===== config.mk =====
export PLATFORM = sky130hd
export DESIGN_NAME = mc_main_fsm
export DESIGN_NICKNAME = d
export VERILOG_FILES = /design/src/rtl/riscv_pkg.sv /design/src/rtl/mc_main_fsm.sv
export SDC_FILE = /design/constraint.sdc
export NUM_CORES = 1
export LEC_CHECK = 0
export CORE_AREA = 4 4 41 43
export DETAILED_ROUTE_END_ITERATION = 8
export DIE_AREA = 0 0 45 47
export DONT_BUFFER_PORTS = 1
export GPL_TIMING_DRIVEN = 0
export PLACE_DENSITY = 0.58
export SETUP_SLACK_MARGIN = 0.1
export SYNTH_ARGS = -nofsm -noshare
export SYNTH_HDL_FRONTEND = slang
export SYNTH_SLANG_ARGS = --single-unit

===== constraint.sdc =====
create_clock -name clk -period 1.9 [get_ports clk]
set_clock_uncertainty 0.05 [all_clocks]
set_input_delay 0.57 -clock clk [delete_from_list [all_inputs] [get_ports clk]]
set_output_delay 0.57 -clock clk [all_outputs]
set_load 0.1 [all_outputs]

===== src/rtl/riscv_pkg.sv =====
// Shared encodings for the multicycle RV32I core.
// Used by the main FSM, the ALU decoder and the datapath.
package riscv_pkg;

  typedef enum logic [3:0] {
    FETCH    = 4'd0,
    DECODE   = 4'd1,
    MEMADR   = 4'd2,
    MEMREAD  = 4'd3,
    MEMWB    = 4'd4,
    MEMWRITE = 4'd5,
    EXECR    = 4'd6,
    EXECI    = 4'd7,
    ALUWB    = 4'd8,
    JAL      = 4'd9,
    BEQ      = 4'd10,
    ILLEGAL  = 4'd11
  } state_t;

  localparam logic [6:0] OP_LW  = 7'b0000011;
  localparam logic [6:0] OP_SW  = 7'b0100011;
  localparam logic [6:0] OP_R   = 7'b0110011;
  localparam logic [6:0] OP_I   = 7'b0010011;
  localparam logic [6:0] OP_JAL = 7'b1101111;
  localparam logic [6:0] OP_BEQ = 7'b1100011;

  localparam logic [1:0] ALUOP_ADD = 2'b00;
  localparam logic [1:0] ALUOP_SUB = 2'b01;
  localparam logic [1:0] ALUOP_FN  = 2'b10;

  localparam logic [1:0] SRCA_PC    = 2'b00;
  localparam logic [1:0] SRCA_OLDPC = 2'b01;
  localparam logic [1:0] SRCA_RD1   = 2'b10;

  localparam logic [1:0] SRCB_RD2 = 2'b00;
  localparam logic [1:0] SRCB_IMM = 2'b01;
  localparam logic [1:0] SRCB_4   = 2'b10;

  localparam logic [1:0] RES_ALUOUT = 2'b00;
  localparam logic [1:0] RES_DATA   = 2'b01;
  localparam logic [1:0] RES_ALURES = 2'b10;

endpackage


===== src/rtl/mc_main_fsm.sv =====
// Moore main controller of the multicycle RV32I core.
// Drives mux selects, enables and ALUOp one state per cycle.
import riscv_pkg::*;

module mc_main_fsm (
  input  logic       clk,
  input  logic       reset,
  input  logic [6:0] op,
  input  logic       Zero,
  output logic [1:0] ALUOp,
  output logic [1:0] ALUSrcA,
  output logic [1:0] ALUSrcB,
  output logic [1:0] ResultSrc,
  output logic       AdrSrc,
  output logic       IRWrite,
  output logic       PCWrite,
  output logic       RegWrite,
  output logic       MemWrite,
  output logic       IllegalInstr,
  output logic [3:0] State
);

  state_t state;

  logic irw, pcu, br, rw, mw, ill;

  // State register with opcode-driven branching out of DECODE/MEMADR
  always_ff @(posedge clk or posedge reset) begin
    if (reset) begin
      state <= FETCH;
    end else begin
      unique case (state)
        FETCH:    state <= DECODE;
        DECODE: begin
          unique case (op)
            OP_LW,
            OP_SW:   state <= MEMADR;
            OP_R:    state <= EXECR;
            OP_I:    state <= EXECI;
            OP_JAL:  state <= JAL;
            OP_BEQ:  state <= BEQ;
            default: state <= ILLEGAL;
          endcase
        end
        MEMADR:   state <= (op == OP_LW) ? MEMREAD : MEMWRITE;
        MEMREAD:  state <= MEMWB;
        MEMWB:    state <= FETCH;
        MEMWRITE: state <= FETCH;
        EXECR:    state <= ALUWB;
        EXECI:    state <= ALUWB;
        ALUWB:    state <= FETCH;
        JAL:      state <= ALUWB;
        BEQ:      state <= FETCH;
        ILLEGAL:  state <= FETCH;
        default:  state <= FETCH;
      endcase
    end
  end

  // Per-state output decode; unlisted signals stay at 0
  always_comb begin
    ALUOp     = ALUOP_ADD;
    ALUSrcA   = SRCA_PC;
    ALUSrcB   = SRCB_RD2;
    ResultSrc = RES_ALUOUT;
    AdrSrc    = 1'b0;
    irw       = 1'b0;
    pcu       = 1'b0;
    br        = 1'b0;
    rw        = 1'b0;
    mw        = 1'b0;
    ill       = 1'b0;
    unique case (state)
      FETCH: begin
        ALUSrcB   = SRCB_4;
        ResultSrc = RES_ALURES;
        irw       = 1'b1;
        pcu       = 1'b1;
      end
      DECODE: begin
        ALUSrcA = SRCA_OLDPC;
        ALUSrcB = SRCB_IMM;
      end
      MEMADR: begin
        ALUSrcA = SRCA_RD1;
        ALUSrcB = SRCB_IMM;
      end
      MEMREAD: begin
        AdrSrc = 1'b1;
      end
      MEMWB: begin
        ResultSrc = RES_DATA;
        rw        = 1'b1;
      end
      MEMWRITE: begin
        AdrSrc = 1'b1;
        mw     = 1'b1;
      end
      EXECR: begin
        ALUSrcA = SRCA_RD1;
        ALUOp   = ALUOP_FN;
      end
      EXECI: begin
        ALUSrcA = SRCA_RD1;
        ALUSrcB = SRCB_IMM;
        ALUOp   = ALUOP_FN;
      end
      ALUWB: begin
        rw = 1'b1;
      end
      JAL: begin
        ALUSrcA = SRCA_OLDPC;
        ALUSrcB = SRCB_4;
        pcu     = 1'b1;
      end
      BEQ: begin
        ALUSrcA = SRCA_RD1;
        ALUOp   = ALUOP_SUB;
        br      = 1'b1;
      end
      ILLEGAL: begin
        ill = 1'b1;
      end
      default: begin
      end
    endcase
  end

  // Enables drop asynchronously with reset so no partial write escapes
  assign IRWrite      = irw & ~reset;
  assign PCWrite      = (pcu | (br & Zero)) & ~reset;
  assign RegWrite     = rw & ~reset;
  assign MemWrite     = mw & ~reset;
  assign IllegalInstr = ill & ~reset;
  assign State        = state;

endmodule


==> impl_metrics.env, run 1 <==
export IMPL_status="finished with violations"
export IMPL_violations="setup timing"
export IMPL_path_clk_slew_ps=40
export IMPL_syn_to_final_growth_pct=70.3
export IMPL_yosysWarnings=0
export IMPL_port_buffer_count=0
export IMPL_synthTopCellsByArea="dfrtp_1, buf_6, nor2_1"
export IMPL_yosysSeqAreaShare_pct=20.5
export IMPL_path_cells="buf_6 > o21bai_1 > a31oi_1 > a2111oi_4"
export IMPL_grt_start_max_net_pins=11
export IMPL_synth_most_common_cell="nor2_1"
export IMPL_syn_area_sq_um=488
export IMPL_die_area_sq_mm=0.00212
export IMPL_wl_per_cell_microns=18.8
export IMPL_dieHeight_microns=47
export IMPL_grt_usage_pct=17.0
export IMPL_floorplan_rows=13
export IMPL_synthArstFlopShare_pct=100
export IMPL_core_sq_mm=0.00130
export IMPL_ant_nets=0
export IMPL_dpl_hpwl_mm=1.16
export IMPL_dr_pass1_iters=2
export IMPL_start_kind="flip-flop"
export IMPL_avgSynthCellArea_sq_um=8.56
export IMPL_synth_edff_count=0
export IMPL_netlist_top_cell_by_area="dfrtp_1"
export IMPL_layout_nets=81
export IMPL_drv_slew=0
export IMPL_setup_slack_ps=-1100
export IMPL_largest_reg_flops=4
export IMPL_worst_hold_path_type="input port to async pin"
export IMPL_finalCritPeriodShare_pct=158
export IMPL_synth_top_cell_area_share_pct=20.5
export IMPL_vias=480
export IMPL_end_kind="primary output"
export IMPL_critical_path_max_fanout=7
export IMPL_drc=0
export IMPL_yosys_most_used_dff="dfrtp_1"
export IMPL_instances_no_fill=84
export IMPL_synth_common_cells="nor2_1, dfrtp_1, nor3_1"
export IMPL_htree_levels=1
export IMPL_antenna_found_initial=0
export IMPL_period_needed_ps=3000
export IMPL_cts_root_buffer="clkbuf_4"
export IMPL_drv_cap=0
export IMPL_postCtsHoldBufs=0
export IMPL_syn_inst=57
export IMPL_clock_path_buffers=2
export IMPL_initial_core_util_pct=37.5
export IMPL_grt_pass1_wl_mm=2.55
export IMPL_io_pins=28
export IMPL_worstMarginPinSlew_ps=1420
export IMPL_first_iter_violations=6
export IMPL_rsz0062_at_grt="true"
export IMPL_gp_congestion=0.848
export IMPL_die_x_microns=45
export IMPL_ys_ff_latch=4
export IMPL_grt_remaining_overflow=0
export IMPL_critical_path_slowest_cell="a2111oi_4"
export IMPL_clock_sinks=4
export IMPL_cpPeakStageDelay_ps=1110
export IMPL_setup_tns_ps=-12050
export IMPL_max_slew_margin_pct=5.23
export IMPL_synth_cell_types=36
export IMPL_drive_gt1_share_pct=66.7
export IMPL_worstSkewPairLatency_ps=240
export IMPL_worstSetupPathType="flip-flop to primary output"
export IMPL_setup_violations=16
export IMPL_cts_buffers=3
export IMPL_n_antenna_cell=0
export IMPL_cp_arrival_ps=2380
export IMPL_hold_viol_final=0
export IMPL_hold_ws_ps=47.3
export IMPL_vias_per_cell=5.71
export IMPL_cts_tree="built"
export IMPL_syn_nets=67
export IMPL_place_inst=72
export IMPL_grt_pass1_vias=524
export IMPL_fmax_ghz=0.333
export IMPL_utilization_pct=63.8
export IMPL_wirelength_mm=1.58
export IMPL_critPathRequiredTime_ps=1280
==> worst paths after layout <==
| path | startpoint | end | slack (ps) | cells past startpoint |
|---|---|---|---|---|
| max in group asynchronous | reset | State[2] | 1580 | 1 |
| setup / recovery | State[1] | PCWrite | -1100 | 4 |
| setup reg to reg | State[1] | State[1] | -310 | 10 |
| hold / removal | reset | State[1] | 50 | 1 |
| hold reg to reg | State[2] | State[1] | 990 | 2 |
| min in group clk | op[6] | State[3] | 500 | 3 |
==> layout make-up <==
type,instances,area [sq um]
multi-input cells,45,512
repair buffers,9,82.6
well taps,15,18.8
flip-flops and latches,4,115
fillers,103,470
clock buffers,3,22.5
inverters,2,7.51
plain buffers,6,72.6
==> layout by cell type (no fill, tap or decap), types with 2 or more instances in the layout <==
cell type and n:
buf_4 7, buf_6 6, clkbuf_4 3, dfrtp_4 4
inv_1 2, nand2_1 3, nand2b_4 2, nor2_1 2
nor2_4 4, nor3_4 4, nor3b_4 2
==> kinds of logic (layout without fill, tap and decap cells) <==
kind of cell / Yosys count / in the layout / share of synthesized area [%]
AOI/OAI and AO/OA: 12 / 12 / 22.3
and+or+nand+nor: 30 / 30 / 40.3
adders and majority gates: 1 / 1 / 2.05
DFF: 4 / 4 / 20.5
buffers and inverters: 8 / 20 / 11.3
xor gates and xnor gates: 2 / 2 / 3.59
==> through the flow <==
step	setup WS, ps	area (sq um)
after CTS	-1100	781
after detailed placement	-904	682
after global routing	-1170	831
final	-1100	831
after global placement	-899	682
after floorplan	-863	663
==> metal layers <==
| layer | vias to the layer above | track usage, % | part of all wire [%] |
|---|---|---|---|
| met5 | - | 0 | 0 |
| met2 | 20 | 27.1 | 49 |
| li1 | 227 | - | - |
| met1 | 229 | 19.8 | 41 |
| met3 | 4 | 4.21 | 6.7 |
| met4 | 0 | 12.9 | 2.4 |
==> timing repair <==
action	in CTS	in global routing
resized for setup	5	6
endpoints found under the setup margin	14	16
pin swaps	6	3
setup buffers	7	2
==> critical path, delay by kind of cell, from the launching register on <==
kind | cells | cell delay, ps
flip-flops | 1 | 610
AO/OA/AOI/OAI | 3 | 1320
buffers and inverters | 1 | 190
Power of run 1 is not shown: default switching activity piles up to over one toggle a cycle in this logic, so the estimate is an artifact.
==> inputs of run 2 (changes only) <==
--- a/config.mk
+++ b/config.mk
@@ -6,6 +6,7 @@
 export NUM_CORES = 1
 export LEC_CHECK = 0
 export CORE_AREA = 4 4 41 43
+export CTS_CLUSTER_SIZE = 8
 export DETAILED_ROUTE_END_ITERATION = 8
 export DIE_AREA = 0 0 45 47
 export DONT_BUFFER_PORTS = 1
==> results of run 2 <==
The final DEF is identical to that of run 1; final timing and power are the same.
Power of run 2 is left out for the same reason.
==> inputs of run 3 (changes only) <==
--- a/config.mk
+++ b/config.mk
@@ -6,6 +6,7 @@
 export NUM_CORES = 1
 export LEC_CHECK = 0
 export CORE_AREA = 4 4 41 43
+export CTS_CLUSTER_DIAMETER = 150
 export CTS_CLUSTER_SIZE = 8
 export DETAILED_ROUTE_END_ITERATION = 8
 export DIE_AREA = 0 0 45 47
==> results of run 3 <==
The final DEF is identical to that of run 1; final timing and power are the same.
Power of run 3 is left out for the same reason.
